## src/rtl/rxuart.sv

```systemverilog
// rxuart: receive-side 8N1 UART core.
// A two-flop synchroniser feeds a five-state receiver that samples each bit at
// its midpoint, pulses o_wr for every good byte and o_frame_err for every frame
// whose stop bit is low.
// Optional feature macro: RXUART_BREAK_EN adds the o_break output, which flags
// an all-zero frame and stays high until the line returns to idle.
module rxuart #(
  parameter logic [23:0] CLOCKS_PER_BAUD = 24'd1250
) (
  input  logic       i_clk,
  input  logic       i_reset_n,
  input  logic       i_uart_rx,
  output logic       o_wr,
  output logic [7:0] o_data,
  output logic       o_frame_err
`ifdef RXUART_BREAK_EN
  ,
  output logic       o_break
`endif
);

  // Half a bit lands the first sample mid start bit; a full bit thereafter.
  localparam logic [23:0] HALF_LOAD = (CLOCKS_PER_BAUD >> 1) - 24'd1;
  localparam logic [23:0] FULL_LOAD = CLOCKS_PER_BAUD - 24'd1;

  typedef enum logic [2:0] {IDLE, START, DATA, STOP, WAIT_IDLE} state_t;

  logic        sync_reg, rx_s;
  state_t      state_reg, state_next;
  logic [23:0] baud_reg, baud_next;
  logic [2:0]  bit_reg, bit_next;
  logic [7:0]  shift_reg, shift_next;
  logic [7:0]  data_reg, data_next;
  logic        wr_reg, wr_next;
  logic        ferr_reg, ferr_next;
  logic        sample;
`ifdef RXUART_BREAK_EN
  logic        brk_reg, brk_next;
`endif

  // Two-flop synchroniser; resets to the idle (high) line level.
  always_ff @(posedge i_clk or negedge i_reset_n) begin
    if (!i_reset_n) begin
      sync_reg <= 1'b1;
      rx_s     <= 1'b1;
    end else begin
      sync_reg <= i_uart_rx;
      rx_s     <= sync_reg;
    end
  end

  // State, counters, shift register and registered outputs.
  always_ff @(posedge i_clk or negedge i_reset_n) begin
    if (!i_reset_n) begin
      state_reg <= IDLE;
      baud_reg  <= 24'd0;
      bit_reg   <= 3'd0;
      shift_reg <= 8'h00;
      data_reg  <= 8'h00;
      wr_reg    <= 1'b0;
      ferr_reg  <= 1'b0;
`ifdef RXUART_BREAK_EN
      brk_reg   <= 1'b0;
`endif
    end else begin
      state_reg <= state_next;
      baud_reg  <= baud_next;
      bit_reg   <= bit_next;
      shift_reg <= shift_next;
      data_reg  <= data_next;
      wr_reg    <= wr_next;
      ferr_reg  <= ferr_next;
`ifdef RXUART_BREAK_EN
      brk_reg   <= brk_next;
`endif
    end
  end

  assign sample = (baud_reg == 24'd0);

  // Next-state and datapath decisions. The counter is left at zero whenever
  // the receiver parks in IDLE or WAIT_IDLE so no stale count carries over.
  always_comb begin
    state_next = state_reg;
    baud_next  = baud_reg;
    bit_next   = bit_reg;
    shift_next = shift_reg;
    data_next  = data_reg;
    wr_next    = 1'b0;
    ferr_next  = 1'b0;
`ifdef RXUART_BREAK_EN
    brk_next   = brk_reg;
`endif
    case (state_reg)
      IDLE: begin
        if (!rx_s) begin
          state_next = START;
          baud_next  = HALF_LOAD;
        end
      end
      START: begin
        if (sample) begin
          if (rx_s) begin
            // Line went back high before mid start bit: a glitch.
            state_next = IDLE;
          end else begin
            state_next = DATA;
            bit_next   = 3'd0;
            baud_next  = FULL_LOAD;
          end
        end else begin
          baud_next = baud_reg - 24'd1;
        end
      end
      DATA: begin
        if (sample) begin
          shift_next = {rx_s, shift_reg[7:1]};
          bit_next   = bit_reg + 3'd1;
          baud_next  = FULL_LOAD;
          if (bit_reg == 3'd7) state_next = STOP;
        end else begin
          baud_next = baud_reg - 24'd1;
        end
      end
      STOP: begin
        if (sample) begin
          data_next = shift_reg;
          if (rx_s) begin
            wr_next    = 1'b1;
            state_next = IDLE;
          end else begin
            ferr_next  = 1'b1;
            state_next = WAIT_IDLE;
`ifdef RXUART_BREAK_EN
            brk_next   = (shift_reg == 8'h00);
`endif
          end
        end else begin
          baud_next = baud_reg - 24'd1;
        end
      end
      WAIT_IDLE: begin
        // A low line here is never mistaken for a new start bit.
        if (rx_s) begin
          state_next = IDLE;
`ifdef RXUART_BREAK_EN
          brk_next   = 1'b0;
`endif
        end
      end
      default: begin
        state_next = IDLE;
        baud_next  = 24'd0;
      end
    endcase
  end

  assign o_wr        = wr_reg;
  assign o_data      = data_reg;
  assign o_frame_err = ferr_reg;
`ifdef RXUART_BREAK_EN
  assign o_break     = brk_reg;
`endif

endmodule

```

## config.mk

```make
export PLATFORM = sky130hd
export DESIGN_NAME = rxuart
export DESIGN_NICKNAME = d
export VERILOG_FILES = /design/src/rtl/rxuart.sv
export SDC_FILE = /design/constraint.sdc
export NUM_CORES = 1
export LEC_CHECK = 0
export CORE_MARGIN = 5
export CORE_UTILIZATION = 48
export DETAILED_ROUTE_END_ITERATION = 7
export HOLD_SLACK_MARGIN = 0.06
export PLACE_DENSITY = 0.69
export SLEW_MARGIN = 0
export SYNTH_ARGS = -nofsm -noshare
export SYNTH_HDL_FRONTEND = slang
export SYNTH_SLANG_ARGS = --single-unit
```

## constraint.sdc

```tcl
create_clock -name i_clk -period 3.65 [get_ports i_clk]
set_clock_uncertainty 0.05 [all_clocks]
set_input_delay 0.5475 -clock i_clk [delete_from_list [all_inputs] [get_ports i_clk]]
set_output_delay 0.5475 -clock i_clk [all_outputs]
set_load 0.1 [all_outputs]
```

==> metrics.txt <==
master of the slowest instance on the critical path=sky130_fd_sc_hd__or4_1; leading cell type by number of instances after synthesis=sky130_fd_sc_hd__dfrtp_1; core area=0.005107 mm^2; total of hold buffers inserted after clock tree synthesis=0; largest cells by area after synthesis=sky130_fd_sc_hd__dfrtp_1, sky130_fd_sc_hd__mux2_2, sky130_fd_sc_hd__nor2_1; width of the chip=82.58 um; static power due to leakage=1.244 nW; FILL cells=472; cell count along the critical path=6; global router's overall resource usage=0.1746; Post-Syn Instances=248; number of DRC markers after the initial detailed-route iteration=87; share of the yosys chip area belonging to registers=0.4958; fraction of layout cells with a size suffix above 1=0.1565; Synth Cell Area=0.002529 mm^2; critical path fanouts, max=14; Placement Rows=26; DP HPWL=3502 um; Reg2Reg Depth=6; total of flip-flops plus latches after synthesis=50; Setup crit end kind=flip-flop; family of cells with the greatest summed delay on the critical path=simple AND/OR/NAND/NOR gates; largest net degree at the start of global routing=51; Diodes inserted=0; routed len/inst=15.28 um; Hold/Removal Path Class=in2async; share of the synthesized area in the top cell type=0.4750; final hold violation count=0; Worst Max-Slew Pin Slew=0.9724 ns; cell-by-cell listing of the critical path=or4_1 > or4_1 > o21ai_2 > and2_1 > o21ai_0 > a31oi_1; min Tclk post-route=2.939 ns; via count of the first global-routing pass=1,797; # H-tree levels=2; setup TNS after final layout=0 ns; Congestion Overflow GR=0; CTS max path bufs=2; max-capacitance violation count=0; dominant register cell in the synthesized netlist=sky130_fd_sc_hd__dfrtp_1; weighted congestion reported at the end of routability-driven placement=0.8420; Pre-Repair DR Iteration Count=5; Critical Path Source Type=flip-flop; root buf cell=sky130_fd_sc_hd__clkbuf_8; cell count after placement=324; net total in the final layout=268; Final Cycle Share=0.8053; highest achievable clock rate=340.2 MHz; clock tree from TritonCTS=built; Mapped Nets=255; outcome=complete, no violations; area added between synthesis and finish=11.58%; number of max-slew violations in the final report=0; DRT antenna net count=0; DRC Markers=0; post-synthesis cell type with the largest combined area=sky130_fd_sc_hd__dfrtp_1; Async S/R FF share, synth=1.000; via count of the routed design=1,873; worst path bufs/invs=0; setup repair after global routing missed its margin=false; peak per-stage delay on the critical path=0.65 ns; antenna violations before repair=0; Detailed Route WL=5074 um; Cell Count, Final, Fillers Out=332; final setup violating endpoints=0; CTS Buf Count=5; list of most frequent post-synthesis cells=sky130_fd_sc_hd__dfrtp_1, sky130_fd_sc_hd__nor2_1, sky130_fd_sc_hd__a21oi_1, sky130_fd_sc_hd__mux2_2, sky130_fd_sc_hd__o21ai_0; worst-skew pair later-pin latency=0.30 ns; number of ports placed on the die boundary=13; first-pass GRT wire length=9052 um; area taken by flip-flops and latches=0.001254 mm^2; buffers inserted during post-CTS setup optimization=0; count of buffers from port buffering=12; kind of critical path=reg2reg; CTS clk-pin slew, worst paths=0.09 ns; multi-input logic area=0.001192 mm^2; starting density of the core=0.4951; worst vdd rail ir drop=0.0002088 V; worst max-slew margin expressed relative to the limit=0.3497; PwrDens=343.1 mW/mm^2; cts repair resizes=0; chip height=82.58 um; routed vias/inst=5.642; average cell area after synthesis=10.20 um^2; count of flip-flops with a built-in enable after synthesis=0; data required time at the worst endpoint=3.83 ns; max reg flops=24; clk sinks=50; die area=0.006819 mm^2; critical path's most frequent cell=sky130_fd_sc_hd__or4_1; WP data arrival=3.12 ns; count of distinct cell types in the synthesized netlist=47; warning count from the yosys run=0
area by class of cell:
type	count	area share
multi-input combinational	181	0.4226
sequential	50	0.4443
clock buffer	5	0.02439
tap	70	0.03104
clock inverter	3	0.01552
timing repair buffer	17	0.05410
inverter	6	0.007982
worst reg2reg max path: cells and delay by family, from the launching register on:
family / cells / cell delay [ns]
DFF: 1 / 0.45
and+or+nand+nor: 3 / 1.59
AOI/OAI and AO/OA: 3 / 0.78
metrics by stage:
step	hold slack [ns]	instance area, um^2	total power [mW]	util	setup slack [ns]
6_report	0.2818	2821	0.9680	0.5524	0.7106
5_1_grt	0.3228	2821	1.013	0.5524	0.5096
4_1_cts	0.3067	2821	0.9833	0.5524	0.7297
3_5_place_dp	0.3017	2709	0.5869	0.5304	0.7543
3_3_place_gp	0.2979	2709	0.5865	0.5304	0.8581
2_1_floorplan	0.2019	2529	0.5710	-	1.066
cells in the final DEF (no fill, tap or decap), drive strengths merged, types with 3 or more instances in the layout:
master	instances
nor2	30
a2111oi	3
clkdlybuf4s50	11
xnor2	10
inv	7
clkbuf	5
ha	4
nand2	11
nand3	7
or4	6
dfrtp	48
nand2b	3
buf	6
a21oi	18
o21ai	15
mux2	16
or3	12
nor3	10
a211oi	7
final timing paths:
path                             startpoint            to  slack, ns
worst max-delay path            baud_reg[8]  baud_reg[18]       0.71
worst min-delay path              i_reset_n  baud_reg[21]       0.28
worst max register to register  baud_reg[8]  baud_reg[18]       0.71
worst min register to register     sync_reg          rx_s       0.31
max in group asynchronous         i_reset_n     o_data[1]       2.86
min in group i_clk                 sync_reg          rx_s       0.31
routing by layer:
metal	GRT usage	vias up	part of all wire
met1	0.2664	907	0.51
met4	0.05556	0	0.016
met5	0	-	0
met2	0.2452	31	0.45
met3	0.03688	8	0.032
li1	-	927	-
report_power, final:
group | switching, mW | internal (mW) | leakage (nW) | total, mW
Combinational | 0.0144 | 0.00334 | 0.505 | 0.0178
Sequential | 0.00152 | 0.556 | 0.681 | 0.557
Clock | 0.188 | 0.205 | 0.0585 | 0.393
Total | 0.204 | 0.764 | 1.24 | 0.968
cells by family after synthesis:
kind of cell,count (synthesis),share of synthesized area
and+or+nand+nor,89,0.1851
AOI/OAI and AO/OA,61,0.1569
DFF,50,0.4958
buffers and inverters,17,0.03265
muxes,16,0.07125
xor gates and xnor gates,10,0.03463
adders and majority gates,5,0.02375
No activity file was read; power rests on OpenSTA's default activity.
